==> src/rtl/three2one_sc.sv <==
`timescale 1ns/1ps
// Registered 2-of-3 majority voter for three switch inputs.
// Each input is synchronized and debounced, then voted, and disagreement is flagged.
module three2one_sc #(
  parameter int SYNC_STAGES     = 2,
  parameter int DEBOUNCE_CYCLES = 4
) (
  input  logic       clk,
  input  logic       rst_n,
  input  logic       a,
  input  logic       b,
  input  logic       c,
  output logic       result,
  output logic       disagree,
  output logic [2:0] minority
);

  localparam int CNT_W = (DEBOUNCE_CYCLES > 1) ? $clog2(DEBOUNCE_CYCLES) : 1;
  localparam logic [CNT_W-1:0] CNT_LAST = CNT_W'(DEBOUNCE_CYCLES - 1);

  logic [2:0] raw;
  logic [2:0] s;
  logic [2:0] d;

  assign raw = {c, b, a};

  for (genvar g = 0; g < 3; g++) begin : g_ch
    logic [SYNC_STAGES-1:0] sync;
    logic [CNT_W-1:0]       cnt;
    logic                   d_q;

    always_ff @(posedge clk or negedge rst_n) begin
      if (!rst_n) begin
        sync <= '0;
      end else begin
        sync <= {sync[SYNC_STAGES-2:0], raw[g]};
      end
    end

    assign s[g] = sync[SYNC_STAGES-1];

    // Any return to the accepted level clears the count, so short pulses never land.
    always_ff @(posedge clk or negedge rst_n) begin
      if (!rst_n) begin
        d_q <= 1'b0;
        cnt <= '0;
      end else if (s[g] == d_q) begin
        cnt <= '0;
      end else if (cnt == CNT_LAST) begin
        d_q <= s[g];
        cnt <= '0;
      end else begin
        cnt <= cnt + CNT_W'(1);
      end
    end

    assign d[g] = d_q;
  end

  always_ff @(posedge clk or negedge rst_n) begin
    if (!rst_n) begin
      result   <= 1'b0;
      disagree <= 1'b0;
      minority <= '0;
    end else begin
      result      <= (d[0] & d[1]) | (d[0] & d[2]) | (d[1] & d[2]);
      disagree    <= !((d[0] == d[1]) && (d[1] == d[2]));
      minority[0] <= (d[1] == d[2]) & (d[0] != d[1]);
      minority[1] <= (d[0] == d[2]) & (d[1] != d[0]);
      minority[2] <= (d[0] == d[1]) & (d[2] != d[0]);
    end
  end

endmodule

==> config.mk <==
export PLATFORM = sky130hd
export DESIGN_NAME = three2one_sc
export DESIGN_NICKNAME = d
export VERILOG_FILES = /design/src/rtl/three2one_sc.sv
export SDC_FILE = /design/constraint.sdc
export NUM_CORES = 1
export LEC_CHECK = 0
export BUFFER_PORTS_ARGS = -buffer_cell sky130_fd_sc_hd__buf_2
export CAP_MARGIN = 0
export CORE_AREA = 2 2 39 41
export DETAILED_ROUTE_END_ITERATION = 12
export DIE_AREA = 0 0 41 43
export PLACE_DENSITY = 0.82
export SLEW_MARGIN = 30
export SYNTH_ARGS = -nofsm -noshare
export SYNTH_HDL_FRONTEND = slang
export SYNTH_SLANG_ARGS = --single-unit
==> constraint.sdc <==
create_clock -name clk -period 2.52 [get_ports clk]
set_input_delay 0.504 -clock clk [delete_from_list [all_inputs] [get_ports clk]]
set_output_delay 0.504 -clock clk [all_outputs]
set_load 0.02 [all_outputs]
==> results_dict.tcl, run 1 <==
set metrics [dict create \
    synth_cells 43 \
    synth.distinct_cells 11 \
    synth_warnings 0 \
    syn_to_final_growth_pct 12.3 \
    drt-total-wl_um 738 \
    wire_per_inst_um 10.4 \
    core_area_um2 1380 \
    cts_tree "done" \
    finalClockSkew_ns 0.00374 \
    max-slew-margin-rel_pct 72.9 \
    row_count 14 \
    min_path_type "primary input to async pin" \
    crit_chain "buf_2" \
    yosys_register_bits 20 \
    start_util_pct 51.3 \
    overflow 0 \
    final_common_cell "dfrtp_1" \
    drc 0 \
    ctsHoldBuffers 0 \
    final-hold-violation-count 0 \
    crit_path_top_delay_cell "dfrtp_1" \
    cts_inserted_buffers 3 \
    cts_resized 0 \
    synth.avg_cell_area_um2 16.5 \
    leakage_nw 0.396 \
    status "completed" \
    setup_tns_ns 0 \
    grt_use_total_pct 12.4 \
    netlist_area_um2 709 \
    path_buf_inv 1 \
    clk_path_buf_depth 2 \
    drv_cap 0 \
    die-area_um2 1760 \
    drv_slew 0 \
    drt_pass1_iterations 2 \
    die_x_um 41 \
    syn-num-nets 54 \
    clock-sinks 20 \
    cp-end-kind "primary output" \
    whs_ns 0.133 \
    synth_area_leaders "dfrtp_1 (71%), ha_1 (11%), mux2_2 (4.8%), nor2b_1 (4.4%), xnor2_1 (2.5%)" \
    insertion_delay_ns 0.28 \
    ant_nets 0 \
    dr_total_vias 342 \
    worst_pin_slew_ns 0.406 \
    fin_cells 71 \
    fmaxAchievable_mhz 761 \
    place_congestion 0.638 \
    timing.final.crit_share_pct 52.1 \
    numPortBuffers 9 \
    root_buffer "clkbuf_4" \
    layout_min_cycle_time_ns 1.31 \
    cp_top_family "flip-flops" \
    dpl.hpwl_um 569 \
    yosys.area.top_type_share_pct 70.5 \
    cp.required_ns 2.02 \
    final_cell_mix "dfrtp_1 (20), buf_2 (9), ha_1 (6)" \
    post_cts_buffers 0 \
    dieHeight_um 43 \
    path_clk_slew_ns 0.10 \
    cp.arrival_ns 0.81 \
    path_class "flop to primary output" \
    drtIter0Drc 2 \
    startpoint_type "flop" \
    cts_htree_levels 1 \
    layout.nets 68 \
    ir_drop_mv 0.488 \
    synth-seq-area-share_pct 70.5 \
    cp_slowest_stage_delay_ns 0.37 \
    rsz0062_at_grt "no" \
    dpl.cell_count 68 \
    grt_pass1_vias 339 \
    power.density_nw_per_um2 1170 \
    antenna_found_initial 0 \
    setup_viol 0 \
    yosysTopAreaCell "dfrtp_1" \
    cp_max_fo 1 \
    pin_count 10 \
    diodes 0 \
    drive_above_1_share_pct 32.7 \
    grt_max_degree 21 \
    grt_pass1_wl_mm 1.35 \
    vias_per_cell 4.82 \
]
## stage by stage
stage	total power [W]	setup WS (ns)	cell area, µm²	util [%]
CTS	0.000951	1.19	797	57.6
global route	0.00102	1.16	797	57.6
detailed placement	0.000811	1.38	774	56.0
floorplan	0.000724	1.42	709	-
finish	0.000931	1.21	797	57.6
global placement	0.000792	1.40	774	56.0
## worst paths after layout
kind                                  from               to  slack [ns]  cells past startpoint
max                            minority[1]      minority[1]        1.21                      1
min                                  rst_n           result        0.13                      1
max reg2reg                    g_ch[0].d_q         disagree        1.37                      2
min reg2reg                g_ch[0].sync[0]  g_ch[0].sync[1]        0.36                      0
max in group asynchronous            rst_n      g_ch[0].d_q        2.10                      1
min in group clk                         c  g_ch[2].sync[0]        0.32                      1
## cell type report
cell class              instances  area (µm²)
clock buffers                   3        22.5
repair buffers                  9        45.0
fillers                       107         587
flip-flops and latches         20         500
well taps                      16        20.0
multi-input cells              23         209
## state kept, by name, summed over array words and instances (netlist names)
name	flops
g_ch.cnt	6
g_ch.sync	6
disagree	1
result	1
minority	3
g_ch.d_q	3
## cell usage after synthesis (all sizes together)
cell	instances
xor2	1
mux2	3
xnor2	2
and2	1
ha	6
or3	1
nor3b	1
nor2b	5
nor3	2
or2	1
dfrtp	20
## power by group
group	switching, W	internal, W	total [W]
registers	0.0000576	0.000427	0.000484
logic	0.000147	0.000164	0.000311
clock network	0.0000804	0.0000554	0.000136
total	0.000285	0.000646	0.000931
## layer usage
metal	vias to the layer above	track usage, %	part of all wire, %
li1	166	-	-
met1	165	13.6	43
met2	9	17.2	49
met3	2	3.14	6.1
met4	0	14.0	2.0
met5	-	0	0
## kinds of logic after synthesis
family | synth area share [%]
DFF | 70.5
and+or+nand+nor | 10.4
adders and majority gates | 10.6
xor gates and xnor gates | 3.70
muxes | 4.76
Power figures use the tool's default switching activity.
==> run 2: changes to the inputs <==
--- a/config.mk
+++ b/config.mk
@@ -7,10 +7,9 @@
 export LEC_CHECK = 0
 export BUFFER_PORTS_ARGS = -buffer_cell sky130_fd_sc_hd__buf_2
 export CAP_MARGIN = 0
-export CORE_AREA = 2 2 39 41
+export CORE_UTILIZATION = 47
 export DETAILED_ROUTE_END_ITERATION = 12
-export DIE_AREA = 0 0 41 43
-export PLACE_DENSITY = 0.82
+export PLACE_DENSITY = 0.77
 export SLEW_MARGIN = 30
 export SYNTH_ARGS = -nofsm -noshare
 export SYNTH_HDL_FRONTEND = slang
==> constraint.sdc (replaced) <==
create_clock -name clk -period 1.16 [get_ports clk]
set_input_delay 0.232 -clock clk [delete_from_list [all_inputs] [get_ports clk]]
set_output_delay 0.232 -clock clk [all_outputs]
set_load 0.02 [all_outputs]
==> results_dict.tcl, run 2 (synthesis results as in run 1) <==
set metrics [dict create \
    timing.final.crit_share_pct 96.2 \
    die_x_um 40.9 \
    worst_pin_slew_ns 0.416 \
    vias_per_cell 4.91 \
    final_cell_mix "dfrtp_1 (20), buf_2 (9), ha_1 (6)" \
    ir_drop_mv 1.17 \
    min_path_type "primary input to flop" \
    cp.arrival_ns 1.30 \
    wire_per_inst_um 11.1 \
    die-area_um2 1670 \
    dpl_cell_area_um2 788 \
    layout.nets 74 \
    drc 0 \
    path_clk_slew_ns 0.10 \
    place_congestion 0.666 \
    drtIter0Drc 0 \
    post-place-ws_ns 0.0403 \
    clock-sinks 20 \
    clk_path_buf_depth 2 \
    path_class "flop to flop" \
    cts_inserted_buffers 3 \
    cp_max_fo 3 \
    numPortBuffers 9 \
    cts_htree_levels 1 \
    cp_slowest_stage_delay_ns 0.41 \
    insertion_delay_ns 0.29 \
    setup_tns_ns 0 \
    fmaxAchievable_mhz 896 \
    drv_slew 0 \
    cp.required_ns 1.35 \
    rsz0062_at_grt "yes" \
    core_area_um2 1350 \
    cts_resized 0 \
    cts_tree "done" \
    power.density_nw_per_um2 2590 \
    grt_pass1_wl_mm 1.33 \
    final-hold-violation-count 0 \
    row_count 13 \
    fin_cells 76 \
    diodes 0 \
    crit_chain "ha_1 > or2_2" \
    cp_top_family "flip-flops" \
    antenna_found_initial 0 \
    fin_ws_ns 0.0440 \
    dieHeight_um 40.9 \
    fin_area_um2 843 \
    start_util_pct 52.5 \
    dpl.hpwl_um 584 \
    syn_to_final_growth_pct 18.9 \
    cp-end-kind "flop" \
    dr_total_vias 373 \
    grt_use_total_pct 13.5 \
    grt_max_degree 21 \
    root_buffer "clkbuf_4" \
    drt-total-wl_um 841 \
    leakage_nw 0.425 \
    finalClockSkew_ns 0.00228 \
    drv_cap 0 \
    final_common_cell "dfrtp_1" \
    drive_above_1_share_pct 37.7 \
    drt_pass1_iterations 1 \
    status "completed" \
    crit_path_top_delay_cell "dfrtp_1" \
    layout_min_cycle_time_ns 1.12 \
    pin_count 10 \
    dpl.cell_count 69 \
    largestRegisters "g_ch.cnt: 6 flops, g_ch.sync: 6 flops" \
    startpoint_type "flop" \
    overflow 0 \
    setup_viol 0 \
    max-slew-margin-rel_pct 72.2 \
    grt_pass1_vias 337 \
    ant_nets 0 \
    path_buf_inv 0 \
]
run 2: changes by cell type in the layout (fill, tap and decap cells not counted):
cell / change
buf_4: +5
dlygate4sd3_1: +1
run 2: layout make-up:
cell class,instances,area [µm²]
clock buffers,3,22.5
well taps,15,18.8
flip-flops and latches,20,500
multi-input cells,23,209
fillers,103,507
repair buffers,15,92.6
run 2: path summary, 6_finish.rpt:
path / end / start / cells after the start / slack, ns
worst max-delay path: disagree / g_ch[1].d_q / 2 / 0.04
worst min-delay path: g_ch[0].sync[0] / a / 1 / 0.03
worst max register to register: disagree / g_ch[1].d_q / 2 / 0.04
worst min register to register: g_ch[1].sync[1] / g_ch[1].sync[0] / 0 / 0.36
max in group asynchronous: g_ch[2].cnt[1] / rst_n / 2 / 0.48
min in group asynchronous: g_ch[0].cnt[1] / rst_n / 2 / 0.39
run 2: where the power goes:
| group | internal [W] | switching [W] |
|---|---|---|
| sequential | 0.000926 | 0.000106 |
| clock | 0.000121 | 0.000194 |
| combinational | 0.000473 | 0.000364 |
| total | 0.00152 | 0.000664 |
run 2: through the flow:
step           hold slack [ns]  power (W)  utilization (%)
2_1_floorplan          -0.0636    0.00157                -
6_report                0.0344    0.00218             62.5
4_1_cts                 0.0247    0.00215             60.8
5_1_grt                 0.0195    0.00239             62.5
3_3_place_gp             0.189    0.00180             58.4
3_5_place_dp             0.189    0.00183             58.4
run 2: repair_timing:
action,CTS,global route
hold buffers,1,0
setup endpoints to repair,0,1
buffers inserted,0,3
hold endpoints to repair,20,0
run 2: worst reg2reg max path: cells and delay by family, from the launching register on:
kind	cells	cell delay [ns]
AND/OR/NAND/NOR	1	0.29
flip-flops	1	0.41
adder cells (fa/ha/maj)	1	0.31
run 2: metal layers:
metal / vias to the layer above / wire (µm) / track usage, %
met5: - / 0 / 0
met4: 0 / 31 / 15.0
met3: 4 / 34 / 3.26
met2: 11 / 411 / 21.1
met1: 179 / 364 / 13.9
li1: 179 / - / -
==> run 3: changes to the inputs <==
--- a/config.mk
+++ b/config.mk
@@ -7,9 +7,9 @@
 export LEC_CHECK = 0
 export BUFFER_PORTS_ARGS = -buffer_cell sky130_fd_sc_hd__buf_2
 export CAP_MARGIN = 0
-export CORE_UTILIZATION = 47
+export CORE_UTILIZATION = 45
 export DETAILED_ROUTE_END_ITERATION = 12
-export PLACE_DENSITY = 0.77
+export PLACE_DENSITY = 0.75
 export SLEW_MARGIN = 30
 export SYNTH_ARGS = -nofsm -noshare
 export SYNTH_HDL_FRONTEND = slang
==> constraint.sdc (replaced) <==
create_clock -name clk -period 0.9 [get_ports clk]
set_input_delay 0.18 -clock clk [delete_from_list [all_inputs] [get_ports clk]]
set_output_delay 0.18 -clock clk [all_outputs]
set_load 0.02 [all_outputs]
==> results_dict.tcl, run 3 (synthesis results as in run 1) <==
set metrics [dict create \
    status "complete, but fails checks" \
    violations "negative setup slack" \
    min_path_type "primary input to async pin" \
    wire_per_inst_um 12.4 \
    final_common_cell "dfrtp_1" \
    grt_use_total_pct 13.7 \
    worst_pin_slew_ns 0.418 \
    drt-total-wl_um 983 \
    overflow 0 \
    die_x_um 41.7 \
    largestRegisters "g_ch.cnt: 6 flops, g_ch.sync: 6 flops" \
    startpoint_type "flop" \
    cp.arrival_ns 1.25 \
    core_area_um2 1380 \
    ff_latch_area_um2 500 \
    diodes 0 \
    dr_total_vias 391 \
    vias_per_cell 4.95 \
    syn_to_final_growth_pct 36.5 \
    cts_tree "done" \
    setup_tns_ns -1.40 \
    drc 0 \
    drive_above_1_share_pct 50.0 \
    clk_path_buf_depth 2 \
    grt_pass1_vias 422 \
    finalClockSkew_ns 0.00142 \
    dieHeight_um 41.7 \
    antenna_found_initial 0 \
    cp_max_fo 3 \
    dpl_cell_area_um2 827 \
    start_util_pct 51.3 \
    final-hold-violation-count 0 \
    layout.nets 77 \
    pin_count 10 \
    setup_viol 17 \
    root_buffer "clkbuf_4" \
    power.density_nw_per_um2 3320 \
    fill_cells 98 \
    multi_input_area_um2 273 \
    cp-end-kind "flop" \
    drt_pass1_iterations 3 \
    fmaxAchievable_mhz 924 \
    drv_cap 0 \
    fin_ws_ns -0.182 \
    timing.final.crit_share_pct 120 \
    cts_htree_levels 1 \
    fin_area_um2 968 \
    post_cts_buffers 0 \
    path_class "flop to flop" \
    leakage_nw 0.461 \
    place_congestion 0.660 \
    cts_inserted_buffers 3 \
    cp.required_ns 1.07 \
    path_clk_slew_ns 0.10 \
    layout_min_cycle_time_ns 1.08 \
    rsz0062_at_grt "yes" \
    drv_slew 0 \
    numPortBuffers 9 \
    grt_pass1_wl_mm 1.76 \
    die-area_um2 1740 \
    total_power_w 0.00321 \
    row_count 13 \
    r2r_cells 2 \
    final_cell_mix "dfrtp_1 (20), ha_2 (5), buf_6 (5), buf_4 (5)" \
    ant_nets 0 \
    grt_max_degree 21 \
    clock-sinks 20 \
    ir_drop_mv 1.52 \
    drtIter0Drc 5 \
    insertion_delay_ns 0.29 \
    max-slew-margin-rel_pct 72.1 \
]
## run 3: cell types whose count changed in the layout (fill, tap and decap cells not counted), sizes merged
| cell | before | now |
|---|---|---|
| dlygate4sd3 | 1 | 4 |
## run 3: per-layer routing
metal / vias up / wire, µm / track usage (%)
met5: - / 0 / 0
met3: 2 / 25 / 2.61
met2: 9 / 531 / 23.4
met4: 0 / 4 / 7.74
met1: 195 / 422 / 15.8
li1: 185 / - / -
## run 3: power by group
group	total [W]	internal, W	leakage, nW	switching [W]
Sequential	0.00137	0.00120	0.244	0.000170
Clock	0.000394	0.000155	0.0138	0.000239
Combinational	0.00145	0.000880	0.203	0.000569
## run 3: final cells by class
| type | count | share of cell area, % |
|---|---|---|
| clock buffer | 3 | 2.33 |
| multi-input combinational | 23 | 28.2 |
| sequential | 20 | 51.7 |
| tap | 15 | 1.94 |
| timing repair buffer | 18 | 15.9 |
## run 3: through the flow
step	instances	util, %	setup WS (ns)	hold slack [ns]
after global placement	72	59.8	-0.158	0.136
final	79	70.0	-0.182	0.351
after global routing	79	70.0	-0.205	0.363
after CTS	79	68.7	-0.192	0.353
after detailed placement	72	59.8	-0.194	0.140
after floorplan	43	-	-0.160	-0.116
## run 3: path summary, 6_finish.rpt
| path | slack (ns) | from | end |
|---|---|---|---|
| max in group asynchronous | 0.26 | rst_n | g_ch[0].cnt[0] |
| worst min-delay path | 0.35 | rst_n | g_ch[2].cnt[0] |
| worst max-delay path | -0.18 | g_ch[0].d_q | result |
| worst max register to register | -0.18 | g_ch[0].d_q | result |
| worst min register to register | 0.36 | g_ch[1].sync[0] | g_ch[1].sync[1] |
| min in group clk | 0.36 | g_ch[1].sync[0] | g_ch[1].sync[1] |
## run 3: timing repair
action                                 CTS  global route
pin swaps                                5             1
cloned                                   0             0
setup endpoints to repair               19            19
gates resized for setup                 15             2
endpoints found under the hold margin   23             0
hold buffers                             4             0
## run 3: worst max-delay path, stage by stage (launching register included)
cell and delay (ns):
dfrtp_1 0.41, ha_2 0.18, or3_1 0.37
